### src/rtl/onoff_cmd_gen_pkg.sv
// onoff_cmd_gen_pkg: shared state encoding and counter sizing for onoff_cmd_gen.
//   STATE_W   : width of the FSM state / state_dbg port
//   state_e   : IDLE=0, DEB_PRESS=1, PRESSED=2, LONG_HELD=3, DEB_RELEASE=4
//   cnt_width : bits needed to hold max(a,b) without wrapping
package onoff_cmd_gen_pkg;
    localparam int STATE_W = 3;
    typedef enum logic [STATE_W-1:0] {
        IDLE        = 3'd0,
        DEB_PRESS   = 3'd1,
        PRESSED     = 3'd2,
        LONG_HELD   = 3'd3,
        DEB_RELEASE = 3'd4
    } state_e;
    function automatic int cnt_width(int a, int b);
        return $clog2((a > b ? a : b) + 1);
    endfunction
endpackage

### src/rtl/onoff_cmd_gen_if.sv
// onoff_cmd_gen_if: button-in / command-out bundle of onoff_cmd_gen.
//   btn_raw   : raw push-button level, 1 = pressed
//   j, k      : single-cycle ON / OFF command pulses
//   busy      : FSM not in IDLE
//   state_dbg : current FSM state encoding
//   master drives btn_raw; slave (the generator) drives the rest.
interface onoff_cmd_gen_if;
    import onoff_cmd_gen_pkg::*;
    logic               btn_raw;
    logic               j;
    logic               k;
    logic               busy;
    logic [STATE_W-1:0] state_dbg;
    modport master (output btn_raw, input j, k, busy, state_dbg);
    modport slave  (input btn_raw, output j, k, busy, state_dbg);
endinterface

### src/rtl/onoff_cmd_gen_btn_sync2.sv
// btn_sync2: two-flop synchronizer for an asynchronous level, sync reset to 0.
//   clk, reset : clock and synchronous active-high reset
//   d          : asynchronous input
//   q          : synchronized output, two cycles of latency
module btn_sync2 (
    input  logic clk,
    input  logic reset,
    input  logic d,
    output logic q
);
    logic meta_q, meta_d, sync_q, sync_d;
    always_comb begin
        meta_d = d;
        sync_d = meta_q;
    end
    always_ff @(posedge clk) begin
        if (reset) begin
            meta_q <= 1'b0;
            sync_q <= 1'b0;
        end else begin
            meta_q <= meta_d;
            sync_q <= sync_d;
        end
    end
    assign q = sync_q;
endmodule

### src/rtl/onoff_cmd_gen.sv
// onoff_cmd_gen: debounced push-button to j (short press) / k (long press) pulse generator.
//   clk, reset : clock and synchronous active-high reset
//   bus        : onoff_cmd_gen_if.slave (btn_raw in; j, k, busy, state_dbg out)
//   Define ONOFF_AUTO_OFF_EN to add an idle timer that issues k AUTO_OFF_CYCLES after j.
module onoff_cmd_gen
    import onoff_cmd_gen_pkg::*;
#(
    parameter int DEBOUNCE_CYCLES = 16,
    parameter int LONG_CYCLES     = 64,
    parameter int AUTO_OFF_CYCLES = 256
) (
    input  logic            clk,
    input  logic            reset,
    onoff_cmd_gen_if.slave  bus
);
    localparam int CW = cnt_width(LONG_CYCLES, AUTO_OFF_CYCLES);
    localparam logic [CW-1:0] DEB_LAST  = CW'(DEBOUNCE_CYCLES - 1);
    localparam logic [CW-1:0] LONG_LAST = CW'(LONG_CYCLES - 1);

    state_e        state_q, state_d;
    logic [CW-1:0] cnt_q, cnt_d;
    logic          long_q, long_d;
    logic          j_q, j_d, k_q, k_d, busy_q, busy_d;
    logic          btn_sync, long_k, auto_k;

    btn_sync2 u_sync (.clk(clk), .reset(reset), .d(bus.btn_raw), .q(btn_sync));

    always_comb begin
        state_d = state_q;
        cnt_d   = cnt_q;
        long_d  = long_q;
        j_d     = 1'b0;
        long_k  = 1'b0;
        case (state_q)
            IDLE: begin
                cnt_d = '0;
                if (btn_sync) state_d = DEB_PRESS;
            end
            DEB_PRESS: begin
                if (!btn_sync) begin
                    state_d = IDLE;
                    cnt_d   = '0;
                end else if (cnt_q == DEB_LAST) begin
                    state_d = PRESSED;
                    cnt_d   = '0;
                end else cnt_d = cnt_q + CW'(1);
            end
            PRESSED: begin
                if (!btn_sync) begin
                    state_d = DEB_RELEASE;
                    long_d  = 1'b0;
                    cnt_d   = '0;
                end else if (cnt_q == LONG_LAST) begin
                    state_d = LONG_HELD;
                    long_k  = 1'b1;
                end else cnt_d = cnt_q + CW'(1);
            end
            LONG_HELD: begin
                if (!btn_sync) begin
                    state_d = DEB_RELEASE;
                    long_d  = 1'b1;
                    cnt_d   = '0;
                end
            end
            DEB_RELEASE: begin
                // a bounce returns to whichever held state the release came from
                if (btn_sync) begin
                    state_d = long_q ? LONG_HELD : PRESSED;
                    cnt_d   = '0;
                end else if (cnt_q == DEB_LAST) begin
                    state_d = IDLE;
                    cnt_d   = '0;
                    j_d     = !long_q;
                end else cnt_d = cnt_q + CW'(1);
            end
            default: begin
                state_d = IDLE;
                cnt_d   = '0;
            end
        endcase
        k_d    = long_k | auto_k;
        busy_d = state_d != IDLE;
    end

    always_ff @(posedge clk) begin
        if (reset) begin
            state_q <= IDLE;
            cnt_q   <= '0;
            long_q  <= 1'b0;
            j_q     <= 1'b0;
            k_q     <= 1'b0;
            busy_q  <= 1'b0;
        end else begin
            state_q <= state_d;
            cnt_q   <= cnt_d;
            long_q  <= long_d;
            j_q     <= j_d;
            k_q     <= k_d;
            busy_q  <= busy_d;
        end
    end

`ifdef ONOFF_AUTO_OFF_EN
    localparam logic [CW-1:0] AUTO_LAST = CW'(AUTO_OFF_CYCLES - 1);
    logic          armed_q, armed_d;
    logic [CW-1:0] tmr_q, tmr_d;
    // timer runs only while armed and idle; any excursion out of IDLE restarts it
    always_comb begin
        auto_k  = armed_q && state_q == IDLE && tmr_q == AUTO_LAST;
        tmr_d   = (armed_q && state_q == IDLE && !auto_k) ? tmr_q + CW'(1) : '0;
        armed_d = j_d ? 1'b1 : (k_d ? 1'b0 : armed_q);
    end
    always_ff @(posedge clk) begin
        if (reset) begin
            armed_q <= 1'b0;
            tmr_q   <= '0;
        end else begin
            armed_q <= armed_d;
            tmr_q   <= tmr_d;
        end
    end
`else
    assign auto_k = 1'b0;
`endif

    assign bus.j         = j_q;
    assign bus.k         = k_q;
    assign bus.busy      = busy_q;
    assign bus.state_dbg = state_q;
endmodule

### src/flat_wrapper.sv
// flat-port wrapper written by rule: the top's interface ports become plain ports
module onoff_cmd_gen_flat import onoff_cmd_gen_pkg::*;
#(
    parameter int DEBOUNCE_CYCLES = 16,
    parameter int LONG_CYCLES     = 64,
    parameter int AUTO_OFF_CYCLES = 256
)
  (clk, reset, bus_btn_raw, bus_j, bus_k, bus_busy, bus_state_dbg);
  onoff_cmd_gen_if bus_i ();
  input  logic clk;
  input  logic reset;
  input wire logic [$bits(bus_i.btn_raw)-1:0] bus_btn_raw;
  output wire logic [$bits(bus_i.j)-1:0] bus_j;
  output wire logic [$bits(bus_i.k)-1:0] bus_k;
  output wire logic [$bits(bus_i.busy)-1:0] bus_busy;
  output wire logic [$bits(bus_i.state_dbg)-1:0] bus_state_dbg;
  assign bus_i.btn_raw = bus_btn_raw;
  assign bus_j = bus_i.j;
  assign bus_k = bus_i.k;
  assign bus_busy = bus_i.busy;
  assign bus_state_dbg = bus_i.state_dbg;
  onoff_cmd_gen #(.DEBOUNCE_CYCLES(DEBOUNCE_CYCLES), .LONG_CYCLES(LONG_CYCLES), .AUTO_OFF_CYCLES(AUTO_OFF_CYCLES)) u_core (.clk(clk), .reset(reset), .bus(bus_i));
endmodule
### config.mk
export PLATFORM = sky130hd
export DESIGN_NAME = onoff_cmd_gen_flat
export DESIGN_NICKNAME = d
export VERILOG_FILES = /design/src/rtl/onoff_cmd_gen_pkg.sv /design/src/rtl/onoff_cmd_gen_if.sv /design/src/rtl/onoff_cmd_gen_btn_sync2.sv /design/src/rtl/onoff_cmd_gen.sv /design/src/flat_wrapper.sv
export SDC_FILE = /design/constraint.sdc
export NUM_CORES = 1
export LEC_CHECK = 0
export CAP_MARGIN = 25
export CELL_PAD_IN_SITES_DETAIL_PLACEMENT = 0
export CELL_PAD_IN_SITES_GLOBAL_PLACEMENT = 1
export CORE_MARGIN = 5
export CORE_UTILIZATION = 47
export CTS_BUF_LIST = sky130_fd_sc_hd__clkbuf_4 sky130_fd_sc_hd__clkbuf_8
export CTS_CLUSTER_SIZE = 30
export DETAILED_ROUTE_END_ITERATION = 12
export PLACE_DENSITY = 0.81
export SYNTH_ARGS = -nofsm -noshare
export SYNTH_HDL_FRONTEND = slang
export SYNTH_SLANG_ARGS = --single-unit
### constraint.sdc
create_clock -name clk -period 3.4 [get_ports clk]
set_input_delay 0.68 -clock clk [delete_from_list [all_inputs] [get_ports clk]]
set_output_delay 0.68 -clock clk [all_outputs]
set_load 0.01 [all_outputs]
=== Yosys cells after proc, flatten, opt, wreduce, memory -nomap -nowiden ===
Cells that the tools add are included.

* Output and inout bits: 6
* Flip-flop bits (word level): 18
* Word-level logic and storage cells: 51

* Reductions and logical operators: 8
* Multiplexer cells: 21
* Bitwise logic cells: 4
* Equal/unequal tests: 9
* Add/sub/neg operators: 1

{| class="wikitable"
|+ Operator list
! kind !! count
|-
| two-way mux 9 bit || 6
|-
| one-hot mux 9 bit (4 select lines) || 1
|-
| two-way mux 3 bit || 8
|-
| one-hot mux 3 bit (5 select lines) || 1
|-
| adder 9 x 1 -> 9 bit, second input constant || 1
|-
| equality test 9 x 4 -> 1 bit, second input constant || 1
|-
| equality test 9 x 6 -> 1 bit, second input constant || 1
|-
| equality test 3 x 2 -> 1 bit, second input constant || 2
|-
| two-way mux 1 bit || 4
|-
| inequality test 2 bit, second input constant || 2
|-
| inverter 1 bit || 4
|-
| OR reduction 4 bit || 1
|-
| equality test 3 x 1 -> 1 bit, second input constant || 1
|-
| equality test 3 bit, second input constant || 1
|-
| zero test 3 bit || 1
|-
| inequality test 3 bit, second input constant || 1
|-
| AND reduction 3 bit || 1
|-
| nonzero test 3 bit || 1
|-
| OR reduction 3 bit || 1
|-
| one-hot mux 1 bit (2 select lines) || 1
|-
| AND reduction 2 bit || 1
|-
| nonzero test 2 bit || 1
|-
| zero test 1 bit || 1
|}

=== Logic depth before layout (Yosys ltp) ===
Gate-level depths: netlist (run 1).

* Depth in word-level cells: 5
* Depth in mapped cells: 7
* Gate-level depth less buffers: 6

=== By module ===
From an unflattened synthesis (run 1), not the netlist that was laid out.

* Cells, all modules: 111
* Area, all modules: 963.4 um2

{| class="wikitable"
|+ By module, submodules not included
! module !! cells each !! area each (um2) !! instances !! seq. area each (um2)
|-
| onoff_cmd_gen || 107 || 910.9 || 1 || 320.3
|-
| btn_sync2 || 4 || 52.6 || 1 || 40.0
|}

=== Worst setup path before layout (run 1) ===
OpenSTA, ideal clock, no wires.

* Kind: flip-flop to flip-flop
* Start point: register u_core.cnt_q[0]
* End point: register u_core.cnt_q[8]
* Path buffers: 1
* Library setup time: 0.070 ns
* Arrival time: 1.723 ns
* Cell stages (with the launch flop): 8
* Slack: 1.606 ns
* Period minus slack after synthesis: 1.794 ns
* Cell sequence: dfxtp_1 > ha_1 > and3_4 > buf_6 > a41oi_4 > nor2_2 > or4b_1 > a21oi_1

* Word-level cells in the longest chain between the ends: 4

{| class="wikitable"
|+ Ends and longest elaborated chain
! what !! RTL line !! source
|-
| start: declaration || onoff_cmd_gen.sv:21 || <nowiki>logic [CW-1:0] cnt_q, cnt_d;</nowiki>
|-
| start signal: assignment || onoff_cmd_gen.sv:95 || <nowiki>cnt_q <= cnt_d;</nowiki>
|-
| adder 9 x 1 -> 9 bit / equality test 9 x 4 -> 1 bit (equally long branches) || -- ||
|-
| two-way mux 9 bit (on tied branches) || onoff_cmd_gen.sv:43, onoff_cmd_gen.sv:70, onoff_cmd_gen.sv:53 ||
|-
| two-way mux 9 bit (on tied branches) || onoff_cmd_gen.sv:67, onoff_cmd_gen.sv:40, onoff_cmd_gen.sv:49 ||
|-
| one-hot mux 9 bit (4 select lines) || onoff_cmd_gen.sv:34 || <nowiki>case (state_q)</nowiki>
|}

Parallel ways exist; a longest one is shown, timed or not. The select of a mux whose other input is x is not followed.
A chain may end at the register's enable or synchronous reset.

=== Final worst setup path (run 1) ===
* Start point: register u_core.state_q[0], in the netlist u_core.bus.state_dbg[0]
* End point: output bus_state_dbg[0]

{| class="wikitable"
|+ RTL lines
! what !! RTL line !! source
|-
| start: declaration || onoff_cmd_gen.sv:20 || <nowiki>state_e state_q, state_d;</nowiki>
|-
| start signal: assignment || onoff_cmd_gen.sv:94 || <nowiki>state_q <= state_d;</nowiki>
|-
| end: declaration || flat_wrapper.sv:16 || <nowiki>output wire logic [$bits(bus_i.state_dbg)-1:0] bus_state_dbg;</nowiki>
|}

No word-level cell between the ends.

==> results of run 1 <==
==> cells by family (layout without fill, tap and decap cells) <==
kind of cell / count (synthesis) / after routing / share of synthesized area (%)
buffers and inverters: 7 / 13 / 4.34
flip-flops: 18 / 18 / 39.1
adder cells (fa/ha/maj): 1 / 1 / 1.36
AO/OA/AOI/OAI: 27 / 27 / 21.3
AND/OR/NAND/NOR: 44 / 44 / 29.2
XOR/XNOR: 5 / 5 / 4.75
==> layer usage <==
metal,vias up,global-route usage (%),routed length (um)
li1,381,-,-
met1,352,19.8,850
met2,10,21.1,763
met3,2,3.27,71
met4,0,6.22,13
met5,-,0,0
==> how the worst max path moves through the flow <==
stage                             from          endpoint
2_1_floorplan          u_core.cnt_q[0]   u_core.cnt_q[8]
3_3_place_gp                     reset      u_core.bus.j
3_5_place_dp                     reset      u_core.bus.j
4_1_cts        u_core.bus.state_dbg[0]  bus_state_dbg[0]
5_1_grt        u_core.bus.state_dbg[0]  bus_state_dbg[0]
6_report       u_core.bus.state_dbg[0]  bus_state_dbg[0]
==> cells in the final DEF (no fill, tap or decap), types with 2 or more instances in the layout <==
cell type        Yosys  layout
clkbuf_4             0       3
xor2_1               5       5
dfxtp_1             18      18
nand3_1              3       3
nor3b_1              2       2
nor3_1               2       2
o21ai_0              6       6
and3_2               3       3
nand2_1              4       4
o211ai_1             4       4
clkdlybuf4s50_1      0       8
a21oi_1              7       7
nor2_1              11      11
nor2b_1              3       3
a31oi_1              3       3
inv_1                2       2
==> state kept, by name (all words and copies together) (netlist names) <==
register,flops
u_core.u_sync.q,1
u_core.bus.busy,1
u_core.cnt_q,9
u_core.long_q,1
u_core.bus.state_dbg,3
u_core.bus.j,1
u_core.bus.k,1
u_core.u_sync.meta_q,1
==> per-stage QoR <==
stage	utilization [%]	hold WS (ns)	std cells	setup slack (ns)	area (um2)
floorplan	-	0.414	102	1.61	922
CTS	53.4	0.459	135	1.16	1030
finish	53.4	0.454	135	1.18	1030
global route	53.4	0.468	135	1.09	1030
global placement	52.2	0.425	132	1.45	1000
detailed placement	52.2	0.435	132	1.43	1000
==> final cells by class <==
type / count / area share (%)
Clock buffer: 3 / 2.20
Inverter: 2 / 0.732
Multi-Input combinational cell: 77 / 50.9
Sequential cell: 18 / 35.1
Tap cell: 27 / 3.29
Timing Repair Buffer: 8 / 7.80
==> where the power goes <==
group | switching [uW] | internal, uW
sequential | 2.46 | 212
combinational | 5.61 | 6.01
clock | 63.9 | 41.1
total | 71.9 | 260
==> results.sh, run 1 <==
export IMPL_min_period_ns=2.22
export IMPL_htree_levels=1
export IMPL_synth_flop_cell="dfxtp_1"
export IMPL_insertion_delay_ns=0.29
export IMPL_holdPathEnd="u_core.u_sync.q"
export IMPL_yosysMostFrequentCell="dfxtp_1"
export IMPL_synth_seq_cells=18
export IMPL_ctsHoldBuffers=0
export IMPL_ys_async_sr_fraction_pct=0
export IMPL_path_max_fanout=11
export IMPL_via_count=745
export IMPL_timing_rr_end="u_core.cnt_q[8]"
export IMPL_synth_area_top_cells="dfxtp_1 39%, xor2_1 4.7%, nor2_1 4.5%"
export IMPL_hp_start="u_core.u_sync.meta_q"
export IMPL_antenna_cells=0
export IMPL_gp_congestion=0.797
export IMPL_critical_path_buf_inv_count=1
export IMPL_grt_pass1_vias=686
export IMPL_drc_errors=0
export IMPL_tritoncts="built"
export IMPL_synth_edff_count=0
export IMPL_relSlewSlack_pct=68.9
export IMPL_yosysSeqAreaShare_pct=39.1
export IMPL_cts_clk_slew_worst_paths_ns=0.10
export IMPL_whs_path_depth=1
export IMPL_ir_drop_uv=225
export IMPL_p_total_uw=332
export IMPL_critPathMaxStageDelay_ns=0.63
export IMPL_regArea_um2=360
export IMPL_ios=9
export IMPL_hpwlAfterDp_mm=1.22
export IMPL_ant_nets=0
export IMPL_synth_commonest_cells="18 x dfxtp_1, 11 x nor2_1, 7 x a21oi_1"
export IMPL_track_usage_pct=14.3
export IMPL_core_region_area_mm2=0.00192
export IMPL_clock_fmax_mhz=451
export IMPL_nNetsFinal=114
export IMPL_nFillCells=190
export IMPL_synth_top_area_share_pct=39.1
export IMPL_hold_viol=0
export IMPL_cp_top_family="buffers and inverters"
export IMPL_cap_violations=0
export IMPL_ctsRootBufferMaster="clkbuf_4"
export IMPL_ys_warn_count=0
export IMPL_drt_pass1_iter_count=4
export IMPL_area_growth_pct=11.3
export IMPL_avgViaCountPerCell=5.52
export IMPL_skew_ns=0.00300
export IMPL_syn_area_um2=922
export IMPL_die_area_mm2=0.00295
export IMPL_drtIter0Drc=19
export IMPL_start_util_pct=48.0
export IMPL_drv_slew=0
export IMPL_netlist_instances=102
export IMPL_syn_num_nets=106
export IMPL_multi_input_area_um2=522
export IMPL_worstPathCellList="clkdlybuf4s50_1"
export IMPL_status="complete, no violations"
export IMPL_rows=16
export IMPL_synth_cell_types=42
export IMPL_reg2reg_slack_ns=1.55
export IMPL_rsz0062_at_grt="no"
export IMPL_post_cts_buffers=0
export IMPL_grt_first_pass_wirelength_mm=3.08
export IMPL_p_per_area_mw_per_mm2=323
export IMPL_arrival_ns=1.54
export IMPL_r2r_start="u_core.cnt_q[0]"
export IMPL_grt_max_degree=14
export IMPL_grt_overflow_total=0
export IMPL_worst_pin_slew_ns=0.466
export IMPL_portBuffers=8
export IMPL_antenna_found_initial=0
export IMPL_die_x_um=54.3
export IMPL_avgRoutedWirePerCell_um=12.6
export IMPL_synth_area_leader_cell="dfxtp_1"
export IMPL_cts_made_buffers=3
export IMPL_syn_avg_cell_area_um2=9.04
export IMPL_critPathKind="flip-flop to primary output"
export IMPL_drt_wl_total_mm=1.70
export IMPL_start_kind="flip-flop"
export IMPL_fp_dieH_um=54.3
export IMPL_period_share_pct=65.2
export IMPL_leakagePower_uw=0.000325
export IMPL_rr_worst_depth=6
export IMPL_setup_viol=0
export IMPL_fin_tns_setup_ns=0
export IMPL_cp_end_kind="primary output"
export IMPL_post_cts_resized=0
export IMPL_clock_sinks=18
export IMPL_hold_class="flip-flop to flip-flop"
export IMPL_drive_gt1_share_pct=15.7
export IMPL_path_depth=1
export IMPL_critPathRequiredTime_ns=2.72
export IMPL_cts_buffer_depth=2
export IMPL_crit_path_top_delay_cell="clkdlybuf4s50_1"
No activity file was read; power rests on OpenSTA's default activity.
==> run 2: changes to the inputs <==
--- a/config.mk
+++ b/config.mk
@@ -9,11 +9,11 @@
 export CELL_PAD_IN_SITES_DETAIL_PLACEMENT = 0
 export CELL_PAD_IN_SITES_GLOBAL_PLACEMENT = 1
 export CORE_MARGIN = 5
-export CORE_UTILIZATION = 47
+export CORE_UTILIZATION = 40
 export CTS_BUF_LIST = sky130_fd_sc_hd__clkbuf_4 sky130_fd_sc_hd__clkbuf_8
 export CTS_CLUSTER_SIZE = 30
 export DETAILED_ROUTE_END_ITERATION = 12
-export PLACE_DENSITY = 0.81
+export PLACE_DENSITY = 0.73
 export SYNTH_ARGS = -nofsm -noshare
 export SYNTH_HDL_FRONTEND = slang
 export SYNTH_SLANG_ARGS = --single-unit
==> constraint.sdc (replaced) <==
create_clock -name clk -period 2 [get_ports clk]
set_input_delay 0.4 -clock clk [delete_from_list [all_inputs] [get_ports clk]]
set_output_delay 0.4 -clock clk [all_outputs]
set_load 0.01 [all_outputs]
==> results.sh, run 2 (same netlist as run 1, synthesis figures left out) <==
export IMPL_cts_clk_slew_worst_paths_ns=0.10
export IMPL_cts_made_buffers=3
export IMPL_p_total_uw=566
export IMPL_drv_slew=0
export IMPL_core_region_area_mm2=0.00221
export IMPL_worstPathCellList="ha_1 -> and3_4 -> a41oi_4 -> nor2_2 -> or4b_1 -> a21oi_1"
export IMPL_via_count=741
export IMPL_holdPathEnd="u_core.u_sync.q"
export IMPL_reg2reg_slack_ns=0.16
export IMPL_post_route_util_pct=48.1
export IMPL_regMostFlops="u_core.cnt_q"
export IMPL_drtIter0Drc=8
export IMPL_worst_pin_slew_ns=0.360
export IMPL_drc_errors=0
export IMPL_min_period_ns=1.84
export IMPL_r2r_start="u_core.cnt_q[0]"
export IMPL_fin_tns_setup_ns=0
export IMPL_avgViaCountPerCell=5.26
export IMPL_period_share_pct=92.1
export IMPL_drt_pass1_iter_count=5
export IMPL_critPathKind="flip-flop to flip-flop"
export IMPL_insertion_delay_ns=0.28
export IMPL_ctsHoldBuffers=0
export IMPL_p_per_area_mw_per_mm2=531
export IMPL_hold_class="flip-flop to flip-flop"
export IMPL_timing_hold_ws_ns=0.453
export IMPL_track_usage_pct=12.3
export IMPL_ir_drop_uv=350
export IMPL_hpwlAfterDp_mm=1.39
export IMPL_start_kind="flip-flop"
export IMPL_relSlewSlack_pct=75.8
export IMPL_post_cts_resized=0
export IMPL_cap_violations=0
export IMPL_path_max_fanout=8
export IMPL_hp_start="u_core.u_sync.meta_q"
export IMPL_cp_end_kind="flip-flop"
export IMPL_die_x_um=58.0
export IMPL_ctsRootBufferMaster="clkbuf_4"
export IMPL_antenna_found_initial=0
export IMPL_setup_ws_ns=0.158
export IMPL_rr_worst_depth=6
export IMPL_grt_max_degree=12
export IMPL_fp_dieH_um=58.0
export IMPL_nFillCells=228
export IMPL_gp_congestion=0.796
export IMPL_largest_reg_flops=9
export IMPL_final_common_cell="dfxtp_1"
export IMPL_timing_rr_end="u_core.cnt_q[8]"
export IMPL_hold_viol=0
export IMPL_avgRoutedWirePerCell_um=13.0
export IMPL_antenna_cells=0
export IMPL_cts_buffer_depth=2
export IMPL_area_growth_pct=15.5
export IMPL_clock_sinks=18
export IMPL_nNetsFinal=119
export IMPL_start_util_pct=41.7
export IMPL_arrival_ns=2.07
export IMPL_post_cts_buffers=0
export IMPL_grt_pass1_vias=776
export IMPL_status="complete, no violations"
export IMPL_drive_gt1_share_pct=19.5
export IMPL_rsz0062_at_grt="no"
export IMPL_critPathRequiredTime_ns=2.22
export IMPL_whs_path_depth=1
export IMPL_setup_viol=0
export IMPL_final_cell_mix="18 x dfxtp_1, 11 x nor2_1, 8 x clkdlybuf4s50_1, 7 x a21oi_1, 6 x o21ai_0"
export IMPL_ant_nets=0
export IMPL_drt_wl_total_mm=1.83
export IMPL_grt_first_pass_wirelength_mm=3.28
export IMPL_dp_worst_setup_slack_ns=0.181
export IMPL_htree_levels=1
export IMPL_critPathMaxStageDelay_ns=0.50
export IMPL_portBuffers=8
export IMPL_grt_overflow_total=0
export IMPL_leakagePower_uw=0.000351
export IMPL_die_area_mm2=0.00337
export IMPL_tritoncts="built"
export IMPL_ios=9
export IMPL_skew_ns=0.00184
export IMPL_clock_fmax_mhz=543
export IMPL_rows=17
export IMPL_crit_path_top_delay_cell="or4b_1"
run 2: cell types whose count changed in the layout (fill, tap and decap cells not counted), sizes merged:
cell  before  now
buf        0    5
run 2: critical path: cells and delay by family (launching register included):
| family | cells | cell delay [ns] |
|---|---|---|
| adder cells (fa/ha/maj) | 1 | 0.21 |
| flip-flops | 1 | 0.35 |
| AO/OA/AOI/OAI | 2 | 0.44 |
| AND/OR/NAND/NOR | 3 | 0.79 |
run 2: worst max path at each step:
stage                               start               to  slack, ns
after floorplan           u_core.cnt_q[0]  u_core.cnt_q[8]       0.21
after global routing      u_core.cnt_q[0]  u_core.cnt_q[7]       0.02
after CTS                 u_core.cnt_q[0]  u_core.cnt_q[8]       0.16
after global placement    u_core.cnt_q[0]  u_core.cnt_q[8]       0.21
final                     u_core.cnt_q[0]  u_core.cnt_q[8]       0.16
after detailed placement  u_core.cnt_q[0]  u_core.cnt_q[8]       0.18
run 2: per-layer routing:
metal | share of wire [%] | vias to the layer above | global-route usage (%) | routed length [um]
met1 | 50 | 332 | 15.7 | 925
met5 | 0 | - | 0 | 0
li1 | - | 389 | - | -
met2 | 43 | 18 | 19.5 | 792
met3 | 5.2 | 2 | 3.34 | 96
met4 | 0.98 | 0 | 4.97 | 18
run 2: layout make-up:
cell class              instances  area (um2)  area share (%)
multi-input cells              77         522            49.0
well taps                      28        35.0            3.29
inverters                       2        7.51           0.705
clock buffers                   3        22.5            2.12
repair buffers                 13         118            11.0
flip-flops and latches         18         360            33.8
run 2: power by group:
part	internal, uW	switching (uW)
clock	69.8	108
sequential	361	3.46
combinational	12.1	10.8
run 2: metrics by stage:
step	instances	instance area, um2
3_3_place_gp	138	1040
2_1_floorplan	102	922
3_5_place_dp	138	1040
4_1_cts	141	1060
5_1_grt	141	1060
6_report	141	1060
==> run 3: changes to the inputs <==
--- a/config.mk
+++ b/config.mk
@@ -10,8 +10,8 @@
 export CELL_PAD_IN_SITES_GLOBAL_PLACEMENT = 1
 export CORE_MARGIN = 5
 export CORE_UTILIZATION = 40
-export CTS_BUF_LIST = sky130_fd_sc_hd__clkbuf_4 sky130_fd_sc_hd__clkbuf_8
-export CTS_CLUSTER_SIZE = 30
+export CTS_BUF_LIST = sky130_fd_sc_hd__clkbuf_4
+export CTS_CLUSTER_SIZE = 20
 export DETAILED_ROUTE_END_ITERATION = 12
 export PLACE_DENSITY = 0.73
 export SYNTH_ARGS = -nofsm -noshare
==> results of run 3 <==
The final DEF is identical to that of run 2; final timing and power are the same.
==> RTL edit 1: new RTL, flow settings as in run 2 <==
`LONG_CYCLES` is set to 64 in 2 places; all go to 32.
--- a/src/rtl/onoff_cmd_gen.sv
+++ b/src/rtl/onoff_cmd_gen.sv
@@ -6,7 +6,7 @@
     import onoff_cmd_gen_pkg::*;
 #(
     parameter int DEBOUNCE_CYCLES = 16,
-    parameter int LONG_CYCLES     = 64,
+    parameter int LONG_CYCLES     = 32,
     parameter int AUTO_OFF_CYCLES = 256
 ) (
     input  logic            clk,
--- a/src/flat_wrapper.sv
+++ b/src/flat_wrapper.sv
@@ -2,7 +2,7 @@
 module onoff_cmd_gen_flat import onoff_cmd_gen_pkg::*;
 #(
     parameter int DEBOUNCE_CYCLES = 16,
-    parameter int LONG_CYCLES     = 64,
+    parameter int LONG_CYCLES     = 32,
     parameter int AUTO_OFF_CYCLES = 256
 )
   (clk, reset, bus_btn_raw, bus_j, bus_k, bus_busy, bus_state_dbg);
Behaviour: no difference found for any inputs over 10 cycles, from zero or initial values and one cycle with reset high; that may be too few to reach the edited logic, so the function may still have changed.
==> RTL edit 1 against run 2 <==
Synthesized area grew 3.1%. Final area grew 5.5%. Sequential cell count is the same. Via count grew 18%. Worst setup slack lost 8.2 ps. Count of clock-buffer cells in the layout grew 1. Power grew 9.3%. Critical path depth shrank 1. Wire length grew 9.8%. Largest cell class unchanged. Largest power group unchanged.
==> RTL edit 1: results (changes against run 2) <==
* Status: complete, no violations (unchanged)
* Grt met2 use at 22.4% (was 19.5%)
* Skew final at 1.03 ps (was 1.84 ps)
* Top cells by instance count after synthesis: 18 x dfxtp_1, 13 x nand2_1, 9 x nand3_1, 9 x nor2_1, 7 x a21oi_1 (was 18 x dfxtp_1, 11 x nor2_1, 7 x a21oi_1)
* Logic power comb at 0.0319 mW (was 0.0229 mW)
* WHS at 451 ps (was 453 ps)
* Post-DP HPWL at 1510 um (was 1390 um)
* WL final at 2010 um (was 1830 um)
* Internal power at 0.489 mW (was 0.443 mW)
* GR Util met3 at 2.63% (was 3.34%)
* Static Leakage at 0.405 nW (was 0.351 nW)
* Routed via count at 877 (was 741)
* Clock group at 0.224 mW (was 0.178 mW)
* Sequential area share after synthesis at 37.9% (was 39.1%)
* Critical Path AT at 2040 ps (was 2070 ps)
* Worst slack, placed at 55.3 ps (was 181 ps)
* Distinct cells, synth at 40 (was 42)
* Worst r2r src: u_core.cnt_q[6] (was u_core.cnt_q[0])
* TritonRoute pass-1 iters at 4 (was 5)
* Power consumption at 0.618 mW (was 0.566 mW)
* Dpl cells at 150 (was 138)
* Vias in the first global route at 810 (was 776)
* Worst-margin pin slew at 590 ps (was 360 ps)
* Gpl congestion at 0.748 (was 0.796)
* Mean Syn Cell Area at 8.27 sq um (was 9.04 sq um)
* Gr usage total at 13.5% (was 12.3%)
* Synth area leaders: dfxtp_1 38%, nand2_1 5.1%, nand3_1 4.7% (was dfxtp_1 39%, xor2_1 4.7%, nor2_1 4.5%)
* Fillers at 232 (was 228)
* Worst-path maximum fanout at 6 (was 8)
* First-pass GRT wire length at 3590 um (was 3280 um)
* Share of layout cells above drive strength 1 at 15.1% (was 19.5%)
* Slowest CP cell: or4_4 (was or4b_1)
* Met2 wire length at 978 um (was 792 um)
* Vias per cell at 5.69 (was 5.26)
* Syn Nets at 119 (was 106)
* Met3 WL at 74 um (was 96 um)
* Slowest stage delay, CP at 590 ps (was 500 ps)
* Nets at 131 (was 119)
-- RTL edit 1: changes by cell type after synthesis, moves of 3 or more --
cell,run 2,this run
a31oi_1,3,6
nand4b_1,0,3
o211ai_1,4,1
xor2_1,5,1
nand3b_1,1,4
nand2_1,4,13
nand3_1,3,9
o21ai_0,6,2
and3_2,3,0
-- RTL edit 1: area by class of cell --
class,count,area (sq um),share of cell area [%]
Inverter,1,3.75,0.334
Tap cell,28,35.0,3.12
Timing Repair Buffer,15,133,11.8
Sequential cell,18,360,32.1
Multi-Input combinational cell,88,556,49.4
Clock buffer,4,36.3,3.23
-- RTL edit 1: kinds of logic (layout without fill, tap and decap cells) --
kind of cell	Yosys count	count (layout)	synth area share, %
compound gates	22	22	15.5
xor+xnor	1	1	0.921
fa+ha+maj	1	1	1.32
simple gates	63	63	38.4
flops	18	18	37.9
mux	1	1	1.05
buf+inv	9	20	4.87
==> RTL edit 2: new RTL, settings of run 2 <==
Made on the original files. Add a define of `ONOFF_AUTO_OFF_EN`.
--- a/src/rtl/onoff_cmd_gen.sv
+++ b/src/rtl/onoff_cmd_gen.sv
@@ -2,6 +2,8 @@
 //   clk, reset : clock and synchronous active-high reset
 //   bus        : onoff_cmd_gen_if.slave (btn_raw in; j, k, busy, state_dbg out)
 //   Define ONOFF_AUTO_OFF_EN to add an idle timer that issues k AUTO_OFF_CYCLES after j.
+`define ONOFF_AUTO_OFF_EN
+
 module onoff_cmd_gen
     import onoff_cmd_gen_pkg::*;
 #(
Formal check against the unedited RTL: no difference found for any inputs over 10 cycles, from zero or initial values and one cycle with reset high; that may be too few to reach the edited logic, so the function may still have changed.
==> RTL edit 2 against run 2 <==
Sequential cell count increased by 10. Power is 72% higher. Sequential power rose by 55%. Wire length is 64% higher. Synthesized area is 54% higher. Count of clock-buffer cells in the layout stayed put. Via count is 64% higher. Highest routed layer unchanged. Worst setup slack got worse by 33 ps. Critical path depth decreased by 1. Final area up 54%. Largest cell class unchanged.
==> RTL edit 2: results (changes against run 2) <==
* Status: complete, no violations (unchanged)
* Net Sw Frac at 19.8% (was 21.7%)
* Fmax at 533 MHz (was 543 MHz)
* R2r setup slk at 120 ps (was 160 ps)
* Syn Nets at 171 (was 106)
* Area occupied by multi-input gates at 800 sq um (was 522 sq um)
* Worst slack, placed at 85.2 ps (was 181 ps)
* Vias per cell at 5.48 (was 5.26)
* Post-DP HPWL at 2160 um (was 1390 um)
* Worst-Skew Late Latency at 330 ps (was 280 ps)
* Nets at 183 (was 119)
* Synth area leaders: dfxtp_1 39%, nor2_1 4.0%, and3_1 2.6% (was dfxtp_1 39%, xor2_1 4.7%, nor2_1 4.5%)
* Fillers at 336 (was 228)
* Clock-pin slew on the worst setup and hold paths at 150 ps (was 100 ps)
* Static Leakage at 0.550 nW (was 0.351 nW)
* Reg-to-reg critical path endpoint: u_core.cnt_q[0] (was u_core.cnt_q[8])
* First-pass GRT wire length at 5490 um (was 3280 um)
* Fraction of power consumed by sequential logic at 58.2% (was 64.5%)
* Clock tree cell share of total cell area at 3.20% (was 2.12%)
* TritonRoute pass-1 iters at 4 (was 5)
* Max VDD drop at 0.000229 V (was 0.000350 V)
* Seq cells post-synth at 28 (was 18)
* Reg area at 566 sq um (was 360 sq um)
* WHS at 455 ps (was 453 ps)
* Power consumption at 0.975 mW (was 0.566 mW)
* Distinct cells, synth at 48 (was 42)
* Share of layout cells above drive strength 1 at 13.6% (was 19.5%)
* Layout Utilization at 48.4% (was 48.1%)
* Logic pwr share at 3.7% (was 4.0%)
* Critical Path AT at 2100 ps (was 2070 ps)
* Sequential area share after synthesis at 39.4% (was 39.1%)
* Synthesized area at 1420 sq um (was 922 sq um)
* Vias in the first global route at 1243 (was 776)
-- RTL edit 2: cell types whose count changed after synthesis, sizes merged, moves of 3 or more --
cell    delta
xnor2      +3
a21oi      -3
inv        +7
nor3       +3
clkbuf     +5
o211ai     -3
nor2       +3
or4        +4
a311oi     +3
dfxtp     +10
nand3      +4
-- RTL edit 2: metal layers --
| layer | GRT usage, % | up-vias | wire length, um |
|---|---|---|---|
| met5 | 0 | - | 0 |
| met4 | 4.89 | 0 | 40 |
| met3 | 2.75 | 4 | 84 |
| met2 | 23.0 | 18 | 1400 |
| met1 | 16.8 | 565 | 1490 |
| li1 | - | 630 | - |
-- RTL edit 2: critical path: stages, from the launching register on --
cell     delay, ps
dfxtp_2        390
ha_1           160
or4b_4         500
or2_4          300
a31oi_4        320
nor4b_1        100
-- RTL edit 2: worst max path at each step --
stage	depth (start not counted)	end	startpoint
2_1_floorplan	5	u_core.bus.busy	u_core.cnt_q[0]
3_3_place_gp	4	u_core.tmr_q[6]	reset
3_5_place_dp	5	u_core.bus.busy	u_core.cnt_q[0]
4_1_cts	2	bus_state_dbg[2]	u_core.bus.state_dbg[2]
5_1_grt	5	u_core.cnt_q[1]	u_core.cnt_q[0]
6_report	5	u_core.cnt_q[0]	u_core.cnt_q[0]
-- RTL edit 2: kinds of logic (layout without fill, tap and decap cells) --
| logic type | count (synthesis) | in the layout | synth area share (%) |
|---|---|---|---|
| simple gates | 74 | 74 | 30.3 |
| compound gates | 36 | 36 | 18.6 |
| buf+inv | 17 | 28 | 4.66 |
| xor+xnor | 6 | 6 | 3.69 |
| fa+ha+maj | 3 | 3 | 2.64 |
| mux | 1 | 1 | 0.704 |
| flops | 28 | 28 | 39.4 |
